[config.mk]
export PLATFORM = sky130hd
export DESIGN_NAME = mochila_ext_slave_bridge
export DESIGN_NICKNAME = d
export VERILOG_FILES = /design/src/rtl/mochila_bridge_pkg.sv /design/src/rtl/mochila_bridge_wdt.sv /design/src/rtl/mochila_ext_slave_bridge.sv
export SDC_FILE = /design/constraint.sdc
export NUM_CORES = 1
export LEC_CHECK = 0
export CORE_MARGIN = 3
export CORE_UTILIZATION = 30
export CTS_CLUSTER_DIAMETER = 150
export CTS_CLUSTER_SIZE = 40
export DETAILED_ROUTE_END_ITERATION = 10
export GPL_TIMING_DRIVEN = 0
export PLACE_DENSITY = 0.68
export SETUP_SLACK_MARGIN = 0.3
export SLEW_MARGIN = 25
export SYNTH_ARGS = -nofsm -noshare
export SYNTH_HDL_FRONTEND = slang
export SYNTH_HIERARCHICAL = 1
export SYNTH_SLANG_ARGS = --single-unit
[constraint.sdc]
create_clock -name clk_i -period 4.4 [get_ports clk_i]
set_input_delay 0.44 -clock clk_i [delete_from_list [all_inputs] [get_ports clk_i]]
set_output_delay 0.44 -clock clk_i [all_outputs]
set_load 0.02 [all_outputs]
[src/rtl/mochila_bridge_pkg.sv]
// Shared types for the mochila external slave bridge: OBI payloads, FSM states, defaults.
package mochila_bridge_pkg;

  localparam int unsigned OBI_AW  = 32;
  localparam int unsigned OBI_DW  = 32;
  localparam int unsigned OBI_BEW = OBI_DW / 8;

  localparam logic [OBI_DW-1:0] DEFAULT_TIMEOUT_RDATA = 32'hBADC_AB1E;

  typedef enum logic [1:0] {
    ST_RUN   = 2'd0,
    ST_FLUSH = 2'd1,
    ST_DRAIN = 2'd2
  } bridge_state_e;

  typedef struct packed {
    logic              req;
    logic              we;
    logic [OBI_BEW-1:0] be;
    logic [OBI_AW-1:0] addr;
    logic [OBI_DW-1:0] wdata;
  } obi_req_t;

  typedef struct packed {
    logic              gnt;
    logic              rvalid;
    logic [OBI_DW-1:0] rdata;
  } obi_resp_t;

endpackage

[src/rtl/mochila_bridge_wdt.sv]
// Hang watchdog: counts consecutive enabled cycles without a kick; expire_c fires on the last one.
module mochila_bridge_wdt #(
  parameter int unsigned TIMEOUT_CYCLES = 256
) (
  input  logic clk_i,
  input  logic rst_i,
  input  logic enable_i,
  input  logic kick_i,
  output logic expire_c
);

  localparam int unsigned WD_W = $clog2(TIMEOUT_CYCLES);
  localparam logic [WD_W-1:0] WD_LAST = WD_W'(TIMEOUT_CYCLES - 1);

  logic [WD_W-1:0] wd_cnt_q;
  logic [WD_W-1:0] wd_cnt_d;

  // A kick in the terminal cycle beats expiry.
  assign expire_c = enable_i && !kick_i && (wd_cnt_q == WD_LAST);

  always_comb begin
    wd_cnt_d = wd_cnt_q + WD_W'(1);
    if (!enable_i || kick_i || expire_c) begin
      wd_cnt_d = '0;
    end
  end

  always_ff @(posedge clk_i) begin
    if (rst_i) begin
      wd_cnt_q <= '0;
    end else begin
      wd_cnt_q <= wd_cnt_d;
    end
  end

endmodule

[src/rtl/mochila_ext_slave_bridge.sv]
// OBI bridge from mochila's external slave port to the target bus, with outstanding cap
// and a watchdog that answers every owed transaction with an error word on a hung target.
module mochila_ext_slave_bridge
  import mochila_bridge_pkg::*;
#(
  parameter int unsigned MAX_OUTSTANDING = 2,
  parameter int unsigned TIMEOUT_CYCLES  = 256,
  parameter logic [31:0] TIMEOUT_RDATA   = DEFAULT_TIMEOUT_RDATA
) (
  input  logic      clk_i,
  input  logic      rst_i,
  input  obi_req_t  slv_req_i,
  output obi_resp_t slv_resp_o,
  output obi_req_t  mst_req_o,
  input  obi_resp_t mst_resp_i,
  input  logic      clear_timeout_i,
  output logic      timeout_o,
  output logic      busy_o
);

  localparam int unsigned CNT_W = $clog2(MAX_OUTSTANDING + 1);
  localparam logic [CNT_W-1:0] CNT_MAX = CNT_W'(MAX_OUTSTANDING);

  bridge_state_e     state_q, state_d;
  logic [CNT_W-1:0]  pend_cnt_q, pend_cnt_d;
  logic [CNT_W-1:0]  down_cnt_q, down_cnt_d;
  obi_req_t          stage_q, stage_d;
  logic              rsp_valid_q, rsp_valid_d;
  logic [OBI_DW-1:0] rsp_rdata_q, rsp_rdata_d;
  logic              timeout_q, timeout_d;

  logic slv_gnt;
  logic slv_hs;
  logic mst_hs;
  logic mst_rvalid;
  logic wd_enable;
  logic wd_kick;
  logic wd_expire;

  // Downstream request is the stage, only presented while running.
  always_comb begin
    mst_req_o     = stage_q;
    mst_req_o.req = stage_q.req && (state_q == ST_RUN);
  end

  assign mst_hs     = mst_req_o.req && mst_resp_i.gnt;
  assign mst_rvalid = mst_resp_i.rvalid;

  // Full-count blocks grant even if a response retires this cycle.
  assign slv_gnt = !rst_i && (state_q == ST_RUN) && (pend_cnt_q < CNT_MAX) &&
                   (!stage_q.req || mst_hs);
  assign slv_hs  = slv_req_i.req && slv_gnt;

  assign slv_resp_o = '{gnt: slv_gnt, rvalid: rsp_valid_q, rdata: rsp_rdata_q};

  assign timeout_o = timeout_q;
  assign busy_o    = (pend_cnt_q != '0) || (down_cnt_q != '0) || (state_q != ST_RUN);

  assign wd_enable = (state_q == ST_RUN);
  assign wd_kick   = (pend_cnt_q == '0) || mst_hs || mst_rvalid;

  mochila_bridge_wdt #(
    .TIMEOUT_CYCLES(TIMEOUT_CYCLES)
  ) u_wdt (
    .clk_i   (clk_i),
    .rst_i   (rst_i),
    .enable_i(wd_enable),
    .kick_i  (wd_kick),
    .expire_c(wd_expire)
  );

  always_comb begin
    state_d     = state_q;
    pend_cnt_d  = pend_cnt_q;
    down_cnt_d  = down_cnt_q;
    stage_d     = stage_q;
    rsp_valid_d = 1'b0;
    rsp_rdata_d = rsp_rdata_q;
    timeout_d   = clear_timeout_i ? 1'b0 : timeout_q;

    unique case (state_q)
      ST_RUN: begin
        if (mst_hs) begin
          stage_d.req = 1'b0;
        end
        if (slv_hs) begin
          stage_d     = slv_req_i;
          stage_d.req = 1'b1;
        end
        pend_cnt_d  = pend_cnt_q + CNT_W'(slv_hs) - CNT_W'(mst_rvalid);
        down_cnt_d  = down_cnt_q + CNT_W'(mst_hs) - CNT_W'(mst_rvalid);
        rsp_valid_d = mst_rvalid;
        if (mst_rvalid) begin
          rsp_rdata_d = mst_resp_i.rdata;
        end
        // Abort: the staged request is dropped but stays owed upstream.
        if (wd_expire) begin
          state_d   = ST_FLUSH;
          timeout_d = 1'b1;
          stage_d   = '0;
        end
      end
      ST_FLUSH: begin
        if (pend_cnt_q != '0) begin
          pend_cnt_d = pend_cnt_q - CNT_W'(1);
        end
        if (mst_rvalid && (down_cnt_q != '0)) begin
          down_cnt_d = down_cnt_q - CNT_W'(1);
        end
        if (pend_cnt_q <= CNT_W'(1)) begin
          state_d = ST_DRAIN;
        end
      end
      ST_DRAIN: begin
        if (down_cnt_q == '0) begin
          state_d = ST_RUN;
        end else if (mst_rvalid) begin
          down_cnt_d = down_cnt_q - CNT_W'(1);
        end
      end
      default: begin
        state_d = ST_RUN;
      end
    endcase

    // Each cycle spent in FLUSH shows one error response on the registered port.
    if (state_d == ST_FLUSH) begin
      rsp_valid_d = 1'b1;
      rsp_rdata_d = TIMEOUT_RDATA;
    end
  end

  always_ff @(posedge clk_i) begin
    if (rst_i) begin
      state_q     <= ST_RUN;
      pend_cnt_q  <= '0;
      down_cnt_q  <= '0;
      stage_q     <= '0;
      rsp_valid_q <= 1'b0;
      rsp_rdata_q <= '0;
      timeout_q   <= 1'b0;
    end else begin
      state_q     <= state_d;
      pend_cnt_q  <= pend_cnt_d;
      down_cnt_q  <= down_cnt_d;
      stage_q     <= stage_d;
      rsp_valid_q <= rsp_valid_d;
      rsp_rdata_q <= rsp_rdata_d;
      timeout_q   <= timeout_d;
    end
  end

endmodule
==> results of run 1 <==
## area by class of cell
cell class / count / area [um^2]
Buffer: 111 / 758
Multi-Input combinational cell: 370 / 2170
Clock buffer: 20 / 437
Inverter: 14 / 55.1
Fill cell: 1674 / 9020
Tap cell: 225 / 282
Clock inverter: 12 / 155
Sequential cell: 118 / 2360
Timing Repair Buffer: 212 / 2120
## layout by cell type (no fill, tap or decap), drive strengths merged, types with 5 or more instances in the layout
cell,instances
inv,14
nor3,18
clkinv,7
buf,97
nand2b,6
clkbuf,34
a21oi,79
xnor2,5
nand2,78
clkdlybuf4s50,212
nor2,7
ha,13
mux2i,32
nor2b,5
dfxtp,118
o21ai,97
## Yosys cell counts (2+ instances only)
master	count
dfxtp_1	118
buf_2	6
buf_1	10
buf_6	8
nand2b_1	6
nor2_1	7
a21o_1	2
buf_4	73
or3_1	2
inv_1	13
nand3_1	2
nand4_1	2
clkbuf_1	14
ha_1	13
xnor2_1	5
o21ba_2	3
nor2b_1	5
nand2_1	77
nor3_1	18
o21ai_1	94
o21ai_0	3
nor4_1	2
a21oi_1	78
mux2i_1	32
## worst paths after layout
| kind | startpoint | to | slack, ns |
|---|---|---|---|
| hold / removal | timeout_o | timeout_o | 0.47 |
| setup reg to reg | state_q[0] | rsp_rdata_q[26] | 1.39 |
| setup / recovery | state_q[0] | rsp_rdata_q[26] | 1.39 |
| hold reg to reg | timeout_o | timeout_o | 0.47 |
## per-stage QoR
| stage | utilization, % | worst slack (ns) | power, mW |
|---|---|---|---|
| after global routing | 48.0 | 1.09 | 3.45 |
| after detailed placement | 44.6 | 1.15 | 1.92 |
| after floorplan | - | 1.56 | 1.61 |
| after global placement | 44.6 | 0.984 | 1.92 |
| after CTS | 48.0 | 1.34 | 3.33 |
| final | 48.0 | 1.39 | 3.29 |
## routing by layer
metal | wire length, um | global-route usage [%] | vias up
li1 | - | - | 2493
met1 | 6480 | 19.2 | 2183
met2 | 7170 | 26.0 | 163
met3 | 1230 | 5.70 | 19
met4 | 236 | 4.12 | 0
met5 | 0 | 0 | -
## where the power goes
part           switching, mW  total [mW]  internal, mW
Combinational          0.322       0.701         0.379
Sequential            0.0450        1.19          1.15
Clock                  0.504        1.39         0.889
Total                  0.871        3.29          2.42
## logic make-up (layout without fill, tap and decap cells)
group | Yosys count | after routing | share of synthesized area, %
AO/OA/AOI/OAI | 189 | 189 | 18.7
XOR/XNOR | 5 | 5 | 0.821
adder cells (fa/ha/maj) | 13 | 13 | 3.05
buffers and inverters | 125 | 369 | 15.2
flip-flops | 118 | 118 | 44.3
multiplexers | 32 | 32 | 6.00
AND/OR/NAND/NOR | 131 | 131 | 11.9
## state kept, by name, indices dropped and copies added (netlist names)
signal / count
down_cnt_q: 2
mst_req_o: 69
pend_cnt_q: 2
rsp_rdata_q: 32
rsp_valid_q: 1
stage_q: 1
state_q: 2
timeout_o: 1
u_wdt/wd_cnt_q: 8
## worst max-delay path: cells and delay by family, from the launching register on
| kind | cells | cell delay, ns |
|---|---|---|
| DFF | 1 | 0.38 |
| AOI/OAI and AO/OA | 1 | 0.26 |
| and+or+nand+nor | 7 | 1.50 |
| adders and majority gates | 1 | 0.23 |
| buffers and inverters | 3 | 0.49 |
==> metrics.csv, run 1 <==
stage;metric;value;unit
run_status;status;complete, no violations;
clocking;path_clk_slew;0.06;ns
grt;antenna_found_initial;0;
cells_and_area;final_cells;1082;
cells_and_area;fin_area;8340;um^2
floorplan;die_w;139;um
clocking;cts_made_buffers;17;
synth;synth_seq_cells;118;
setup_path;crit_type;reg -> reg;
grt;grt_pass1_wl;24.7;mm
cells_and_area;fin_nets;964;
placement;dpl.hpwl;11.1;mm
clocking;h-tree-depth;4;
synth;netlist_area;5340;um^2
sta;skew;0.00757;ns
synth;synth_warnings;6;
synth;syn_inst;613;
grt;grt_pass1_vias;4816;
sta;maxSlewHeadroom;47.9;%
sta;finalSetupTns;0;ns
setup_path;crit_path_cell_trace;inv_1 > ha_1 > buf_6 > and2_1 > nand2_1 > nand2_1 > nor4_2 > nor2b_1 > nor3_1 > o21ba_2 > buf_2 > nor3_1;
synth;synthArstFlopShare;0;%
floorplan;initial_core_util;30.7;%
cells_and_area;areaGrowthSynthToFinish;56.3;%
synth;synth_ff_type;dfxtp_1;
clocking;clkLatencyLatePin;0.41;ns
sta;finalCritPeriodShare;68.5;%
synth;synth.area.top_cells;dfxtp_1 (44%), buf_4 (10%), o21ai_1 (8.8%);
worst_hold_path;hold_depth;2;
cells_and_area;antenna_cells;0;
sta;min_period;3.01;ns
clocking;cts_tree;yes;
clocking;postCtsResizedCells;0;
synth;seq_area_frac_synth;44.3;%
setup_path;critPathArrivalTime;3.29;ns
power;p_leak;3.25;nW
grt;track_usage;15.6;%
detailed_routing;dr_total_vias;4858;
setup_path;cp-start-kind;flop;
detailed_routing;drt_first_pass_iters;4;
sta;timing.hold.ws;0.472;ns
clocking;cts_hold_buf;0;
setup_path;cp.required;4.68;ns
placement;gp_congestion;0.769;
synth;synth-edff-count;0;
floorplan;io-pin-count;213;
clocking;clock-root-buffer;clkbuf_16;
sta;worst_pin_slew;0.776;ns
clocking;cts_setup_buffers;0;
cells_and_area;drive_above_1_share;14.8;%
sta;rsz0062_at_grt;false;
floorplan;core;17400;um^2
grt;overflow;0;
grt;grt_max_degree;17;
synth;synth_top_area_share;44.3;%
setup_path;cp-end-kind;flop;
sta;finalSetupViolations;0;
detailed_routing;drt-initial-drc-count;200;
clocking;cts.sinks;118;
floorplan;row_count;48;
placement;dp_cells;1050;
synth;yosysTopAreaCell;dfxtp_1;
placement;portBuffers;212;
placement;postPlaceCellArea;7740;um^2
sta;slew_viol_final;0;
worst_hold_path;hp-class;reg -> reg;
power;vdd_drop_max;0.000265;V
sta;max_freq;0.332;GHz
synth;synth.avg_cell_area;8.70;um^2
job;cap_viol_max_count;0;
detailed_routing;ant_nets;0;
power;power_density;394;nW/um^2
detailed_routing;drc;0;
clocking;cts_buffer_depth;2;
setup_path;crit_path_max_fanout;10;
setup_path;slowest_stage;nor4_2;
setup_path;reg2regPathDepth;12;
synth;ys_types;44;
detailed_routing;wl_per_cell;14.0;um
detailed_routing;viasPerCell;4.49;
synth;synth_nets;733;
setup_path;critPathMaxStageDelay;0.69;ns
floorplan;die-area;19400;um^2
detailed_routing;drt_wl_total;15.1;mm
sta;hold_violations;0;
floorplan;die_height;139;um
(Power assumes the default switching activity.)
==> run 2: changes to the inputs <==
Settings changed: PLACE_DENSITY 0.68 to 0.7.
Clock period 4.4 ns to 2.4 ns, I/O delays scaled along.
==> metrics.csv, run 2 (synthesized netlist as in run 1, its figures left out) <==
stage;metric;value;unit;change
setup_path;critPathArrivalTime;2.70;ns;was 3.29 ns
power;p_leak;3.53;nW;was 3.25 nW
setup_path;timing.rr.end;pend_cnt_q[1];;was rsp_rdata_q[26]
setup_path;r2r_setup_slack;-0.02;ns;was 1.39 ns
clocking;clock-root-buffer;clkbuf_16;;unchanged
clocking;path_clk_slew;0.05;ns;was 0.06 ns
floorplan;row_count;48;;unchanged
power;power_density;681;nW/um^2;was 394 nW/um^2
cells_and_area;fin_nets;989;;was 964
floorplan;initial_core_util;30.7;%;unchanged
sta;finalSetupTns;-0.0177;ns;was 0 ns
power;vdd_drop_max;0.000459;V;was 0.000265 V
detailed_routing;top_layer_used;met4;;unchanged
floorplan;io-pin-count;213;;unchanged
grt;track_usage;16.4;%;was 15.6%
job;cap_viol_max_count;0;;unchanged
sta;hold_violations;0;;unchanged
detailed_routing;viasPerCell;4.57;;was 4.49
detailed_routing;ant_nets;0;;unchanged
floorplan;die_height;139;um;unchanged
setup_path;cp-end-kind;flop;;unchanged
floorplan;core;17400;um^2;unchanged
sta;slew_viol_final;0;;unchanged
sta;worst_pin_slew;0.601;ns;was 0.776 ns
sta;layout_setup_ws;-0.0177;ns;was 1.39 ns
sta;finalCritPeriodShare;101;%;was 68.5%
setup_path;reg2regPathDepth;13;;was 12
sta;timing.hold.ws;0.375;ns;was 0.472 ns
detailed_routing;drt_first_pass_iters;5;;was 4
worst_hold_path;min_to;mst_req_o[55];;was timeout_o
run_status;status;finished, violations left;;was complete, no violations
cells_and_area;drive_above_1_share;21.1;%;was 14.8%
clocking;cts_tree;yes;;unchanged
detailed_routing;drt-initial-drc-count;228;;was 200
sta;max_freq;0.414;GHz;was 0.332 GHz
setup_path;cp.required;2.68;ns;was 4.68 ns
detailed_routing;drc;0;;unchanged
placement;dpl.hpwl;11.2;mm;was 11.1 mm
detailed_routing;wl_met1;6.83;mm;was 6.48 mm
placement;portBuffers;212;;unchanged
cells_and_area;areaGrowthSynthToFinish;67.3;%;was 56.3%
detailed_routing;drt_wl_total;16.1;mm;was 15.1 mm
floorplan;die-area;19400;um^2;unchanged
cells_and_area;antenna_cells;0;;unchanged
detailed_routing;wl_met3;1.35;mm;was 1.23 mm
setup_path;r2r_start;state_q[1];;was state_q[0]
setup_path;crit_type;reg -> reg;;unchanged
sta;skew;0.00899;ns;was 0.00757 ns
clocking;cts.sinks;118;;unchanged
clocking;clkLatencyLatePin;0.41;ns;about the same
cells_and_area;final_common_cell;clkdlybuf4s50_1;;unchanged
clocking;cts_hold_buf;0;;unchanged
grt;antenna_found_initial;0;;unchanged
setup_path;crit_path_max_fanout;4;;was 10
cells_and_area;largest_reg_flops;69;;unchanged
grt;grt_pass1_wl;25.7;mm;was 24.7 mm
grt;overflow;0;;unchanged
sta;finalSetupViolations;1;;was 0
clocking;cts_buffer_depth;2;;unchanged
setup_path;cp-start-kind;flop;;unchanged
worst_hold_path;hold_depth;3;;was 2
detailed_routing;wl_met2;7.71;mm;was 7.17 mm
floorplan;die_w;139;um;unchanged
clocking;cts_made_buffers;17;;unchanged
sta;min_period;2.42;ns;was 3.01 ns
run_status;violations;negative setup slack;;
cells_and_area;final_cell_mix;clkdlybuf4s50_1 (208), dfxtp_1 (115), o21ai_1 (88), buf_4 (84), a21oi_1 (78);;was clkdlybuf4s50_1 (212), dfxtp_1 (118), o21ai_1 (94), a21oi_1 (78), nand2_1 (77)
sta;maxSlewHeadroom;59.9;%;was 47.9%
worst_hold_path;hold_start;slv_req_i[55];;was timeout_o
detailed_routing;wl_per_cell;14.6;um;was 14.0 um
detailed_routing;dr_total_vias;5051;;was 4858
worst_hold_path;hp-class;in -> reg;;was reg -> reg
clocking;h-tree-depth;4;;unchanged
grt;grt_pass1_vias;4989;;was 4816
placement;gp_congestion;0.743;;was 0.769
sta;rsz0062_at_grt;true;;was false
cells_and_area;n_fill_cell;1612;;was 1674
grt;grt_max_degree;17;;unchanged
## run 2: changes by cell type in the layout (fill, tap and decap cells not counted), sizes merged, moves of 2 or more
cell / before / now
buf: 97 / 119
dlygate4sd2: 0 / 3
clkdlybuf4s50: 212 / 208
clkinv: 7 / 2
clkbuf: 34 / 41
bufbuf: 0 / 3
clkinvlp: 2 / 0
## run 2: repair_timing
action	in CTS	in global routing
endpoints found under the hold margin	0	0
buffers inserted	16	1
pin swaps	15	3
setup endpoints to repair	108	107
gates cloned	8	0
resized for setup	54	4
## run 2: final cells by class
cell class,instances,area [um^2],share of cell area [%]
Clock buffer,26,489,5.48
Timing Repair Buffer,237,2440,27.4
Tap cell,225,282,3.15
Sequential cell,118,2370,26.5
Multi-Input combinational cell,370,2350,26.4
Inverter,14,57.6,0.645
Buffer,111,861,9.65
Clock inverter,4,70.1,0.785
## run 2: report_power, final
part	switching, mW	leakage, nW	internal [mW]
Clock	0.847	0.274	1.60
Sequential	0.0893	0.967	2.11
Combinational	0.631	2.29	0.808
## run 2: critical path, cell delays in order (launching register included)
cell	delay [ns]
dfxtp_2	0.33
inv_2	0.08
ha_4	0.14
buf_8	0.10
a21boi_4	0.05
nor4b_4	0.25
nand2_1	0.11
ha_1	0.29
inv_1	0.04
ha_2	0.17
xnor2_2	0.13
xnor2_1	0.17
nor3_1	0.08
a2111oi_0	0.35
## run 2: worst max-delay path by stage
| stage | end | startpoint | slack, ns |
|---|---|---|---|
| 2_1_floorplan | pend_cnt_q[1] | state_q[1] | 0.06 |
| 3_3_place_gp | pend_cnt_q[1] | rst_i | -0.65 |
| 3_5_place_dp | pend_cnt_q[1] | rst_i | -0.68 |
| 4_1_cts | pend_cnt_q[1] | state_q[0] | 0.0008 |
| 5_1_grt | pend_cnt_q[1] | state_q[1] | -0.13 |
| 6_report | pend_cnt_q[1] | state_q[1] | -0.02 |
## run 2: per-layer routing
| metal | track usage (%) | up-vias |
|---|---|---|
| li1 | - | 2541 |
| met1 | 19.9 | 2318 |
| met2 | 26.6 | 172 |
| met3 | 7.15 | 20 |
| met4 | 4.58 | 0 |
| met5 | 0 | - |
## run 2: stage by stage
stage | cells | worst slack [ns] | utilization (%) | power (mW) | instance area (um^2)
after floorplan | 613 | 0.0600 | - | 2.99 | 5480
after global placement | 1050 | -0.655 | 45.4 | 3.55 | 7880
after detailed placement | 1050 | -0.680 | 45.4 | 3.56 | 7880
after CTS | 1104 | 0.000778 | 51.3 | 6.15 | 8900
after global routing | 1105 | -0.125 | 51.4 | 6.38 | 8920
final | 1105 | -0.0177 | 51.4 | 6.08 | 8920
==> run 3: changes to the inputs <==
Settings changed: CELL_PAD_IN_SITES_DETAIL_PLACEMENT set to 1, CELL_PAD_IN_SITES_GLOBAL_PLACEMENT set to 2, CORE_UTILIZATION 30 to 22, PLACE_DENSITY 0.7 to 0.85, SLEW_MARGIN 25 to 20.
==> metrics.csv, run 3 (synthesized netlist as in run 1, its figures left out) <==
stage;metric;value;unit;change
grt;antenna_found_initial;0;;unchanged
detailed_routing;viasPerCell;4.30;;was 4.57
cells_and_area;largest_reg_flops;69;;unchanged
sta;slew_viol_final;0;;unchanged
setup_path;crit_path_max_fanout;6;;was 4
detailed_routing;drt_first_pass_iters;4;;was 5
cells_and_area;final_common_cell;clkdlybuf4s50_1;;unchanged
cells_and_area;antenna_cells;0;;unchanged
clocking;clkLatencyLatePin;0.41;ns;about the same
floorplan;core;23700;um^2;was 17400 um^2
cells_and_area;n_fill_cell;2693;;was 1612
run_status;violations;negative setup slack;;unchanged
power;p_leak;3.80;nW;was 3.53 nW
floorplan;row_count;56;;was 48
setup_path;cp-start-kind;flop;;unchanged
cells_and_area;areaGrowthSynthToFinish;86.0;%;was 67.3%
placement;portBuffers;212;;unchanged
floorplan;die_w;162;um;was 139 um
placement;gp_congestion;0.713;;was 0.743
run_status;status;finished, violations left;;unchanged
sta;maxSlewHeadroom;38.2;%;was 59.9%
clocking;cts.sinks;118;;unchanged
grt;grt_pass1_vias;5587;;was 4989
cells_and_area;fin_nets;1008;;was 989
detailed_routing;dr_total_vias;5240;;was 5051
setup_path;cp-end-kind;flop;;unchanged
clocking;clock-root-buffer;clkbuf_16;;unchanged
clocking;cts_hold_buf;0;;unchanged
floorplan;io-pin-count;213;;unchanged
sta;finalSetupTns;-1.05;ns;was -0.0177 ns
cells_and_area;fin_area;9920;um^2;was 8920 um^2
detailed_routing;drc;0;;unchanged
sta;layout_setup_ws;-0.0834;ns;was -0.0177 ns
sta;timing.hold.ws;0.377;ns;was 0.375 ns
floorplan;die_height;162;um;was 139 um
cells_and_area;final_cell_mix;clkdlybuf4s50_1 (209), dfxtp_1 (114), buf_4 (87), nand2_1 (73), o21ai_2 (70);;was clkdlybuf4s50_1 (208), dfxtp_1 (115), o21ai_1 (88), buf_4 (84), a21oi_1 (78)
worst_hold_path;hp-class;in -> reg;;unchanged
sta;rsz0062_at_grt;true;;unchanged
power;power_density;670;nW/um^2;was 681 nW/um^2
placement;dp_cells;1144;;was 1050
cells_and_area;drive_above_1_share;35.7;%;was 21.1%
clocking;h-tree-depth;4;;unchanged
sta;worst_pin_slew;0.927;ns;was 0.601 ns
floorplan;die-area;26200;um^2;was 19400 um^2
detailed_routing;drt_wl_total;19.7;mm;was 16.1 mm
sta;max_freq;0.403;GHz;was 0.414 GHz
setup_path;cp.required;2.67;ns;was 2.68 ns
power;vdd_drop_max;0.000383;V;was 0.000459 V
detailed_routing;ant_nets;0;;unchanged
grt;grt_max_degree;17;;unchanged
clocking;cts_tree;yes;;unchanged
detailed_routing;drt-initial-drc-count;154;;was 228
clocking;cts_made_buffers;17;;unchanged
setup_path;crit_type;reg -> reg;;unchanged
sta;finalCritPeriodShare;103;%;was 101%
grt;track_usage;14.7;%;was 16.4%
cells_and_area;final_cells;1220;;was 1105
job;cap_viol_max_count;0;;unchanged
placement;dpl.hpwl;12.9;mm;was 11.2 mm
clocking;cts_buffer_depth;2;;unchanged
floorplan;initial_core_util;22.5;%;was 30.7%
grt;grt_pass1_wl;30.5;mm;was 25.7 mm
placement;postPlaceCellArea;8000;um^2;was 7880 um^2
sta;hold_violations;0;;unchanged
sta;finalSetupViolations;18;;was 1
sta;min_period;2.48;ns;was 2.42 ns
setup_path;critPathArrivalTime;2.75;ns;was 2.70 ns
grt;overflow;0;;unchanged
placement;pre_cts_ws;-0.639;ns;was -0.680 ns
clocking;path_clk_slew;0.06;ns;was 0.05 ns
detailed_routing;wl_per_cell;16.2;um;was 14.6 um
sta;skew;0.00851;ns;was 0.00899 ns
[run 3: path summary, 6_finish.rpt]
kind | startpoint | end | slack (ns) | cells past startpoint
min reg2reg | mst_req_o[13] | mst_req_o[13] | 0.46 | 2
min | slv_req_i[7] | mst_req_o[7] | 0.38 | 3
max | state_q[0] | rsp_rdata_q[30] | -0.08 | 15
max reg2reg | state_q[0] | rsp_rdata_q[30] | -0.08 | 15
[run 3: area by class of cell]
cell class,count,area [um^2],share of cell area (%)
Timing Repair Buffer,255,2690,27.1
Clock inverter,12,176,1.78
Multi-Input combinational cell,371,2870,29.0
Inverter,14,60.1,0.605
Clock buffer,20,457,4.60
Tap cell,319,399,4.02
Sequential cell,118,2370,23.9
Buffer,111,895,9.02
[run 3: power breakdown]
group          switching (mW)  internal (mW)
Clock                   0.966           1.79
Sequential              0.115           2.11
Combinational           0.747          0.918
Total                    1.83           4.82
[run 3: layer usage]
| metal | up-vias | global-route usage, % | share of wire (%) |
|---|---|---|---|
| met2 | 143 | 25.1 | 50 |
| met5 | - | 0 | 0 |
| met3 | 13 | 4.87 | 6.5 |
| li1 | 2601 | - | - |
| met4 | 0 | 3.72 | 0.79 |
| met1 | 2483 | 17.8 | 43 |
[run 3: what timing repair did]
action / 4_1_cts / 5_1_grt
gates cloned: 11 / 1
resized for setup: 146 / 65
endpoints found under the setup margin: 109 / 109
pin swaps: 81 / 25
setup buffers: 27 / 5
[run 3: metrics by stage]
stage          power [mW]  utilization (%)
2_1_floorplan        2.99                -
3_3_place_gp         3.57             33.8
3_5_place_dp         3.60             33.8
4_1_cts              6.65             40.5
5_1_grt              6.99             41.9
6_report             6.65             41.9
[run 3: worst max-delay path: stages (launching register included)]
cell and delay (ns):
dfxtp_2 0.36, inv_4 0.05, ha_4 0.16, buf_8 0.12
buf_4 0.13, and2_4 0.14, nand2_4 0.07, nand2_4 0.06
nor4_4 0.27, buf_6 0.17, a21o_1 0.16, o311ai_2 0.11
o21ba_4 0.27, buf_12 0.11, buf_12 0.12, nor3_2 0.04
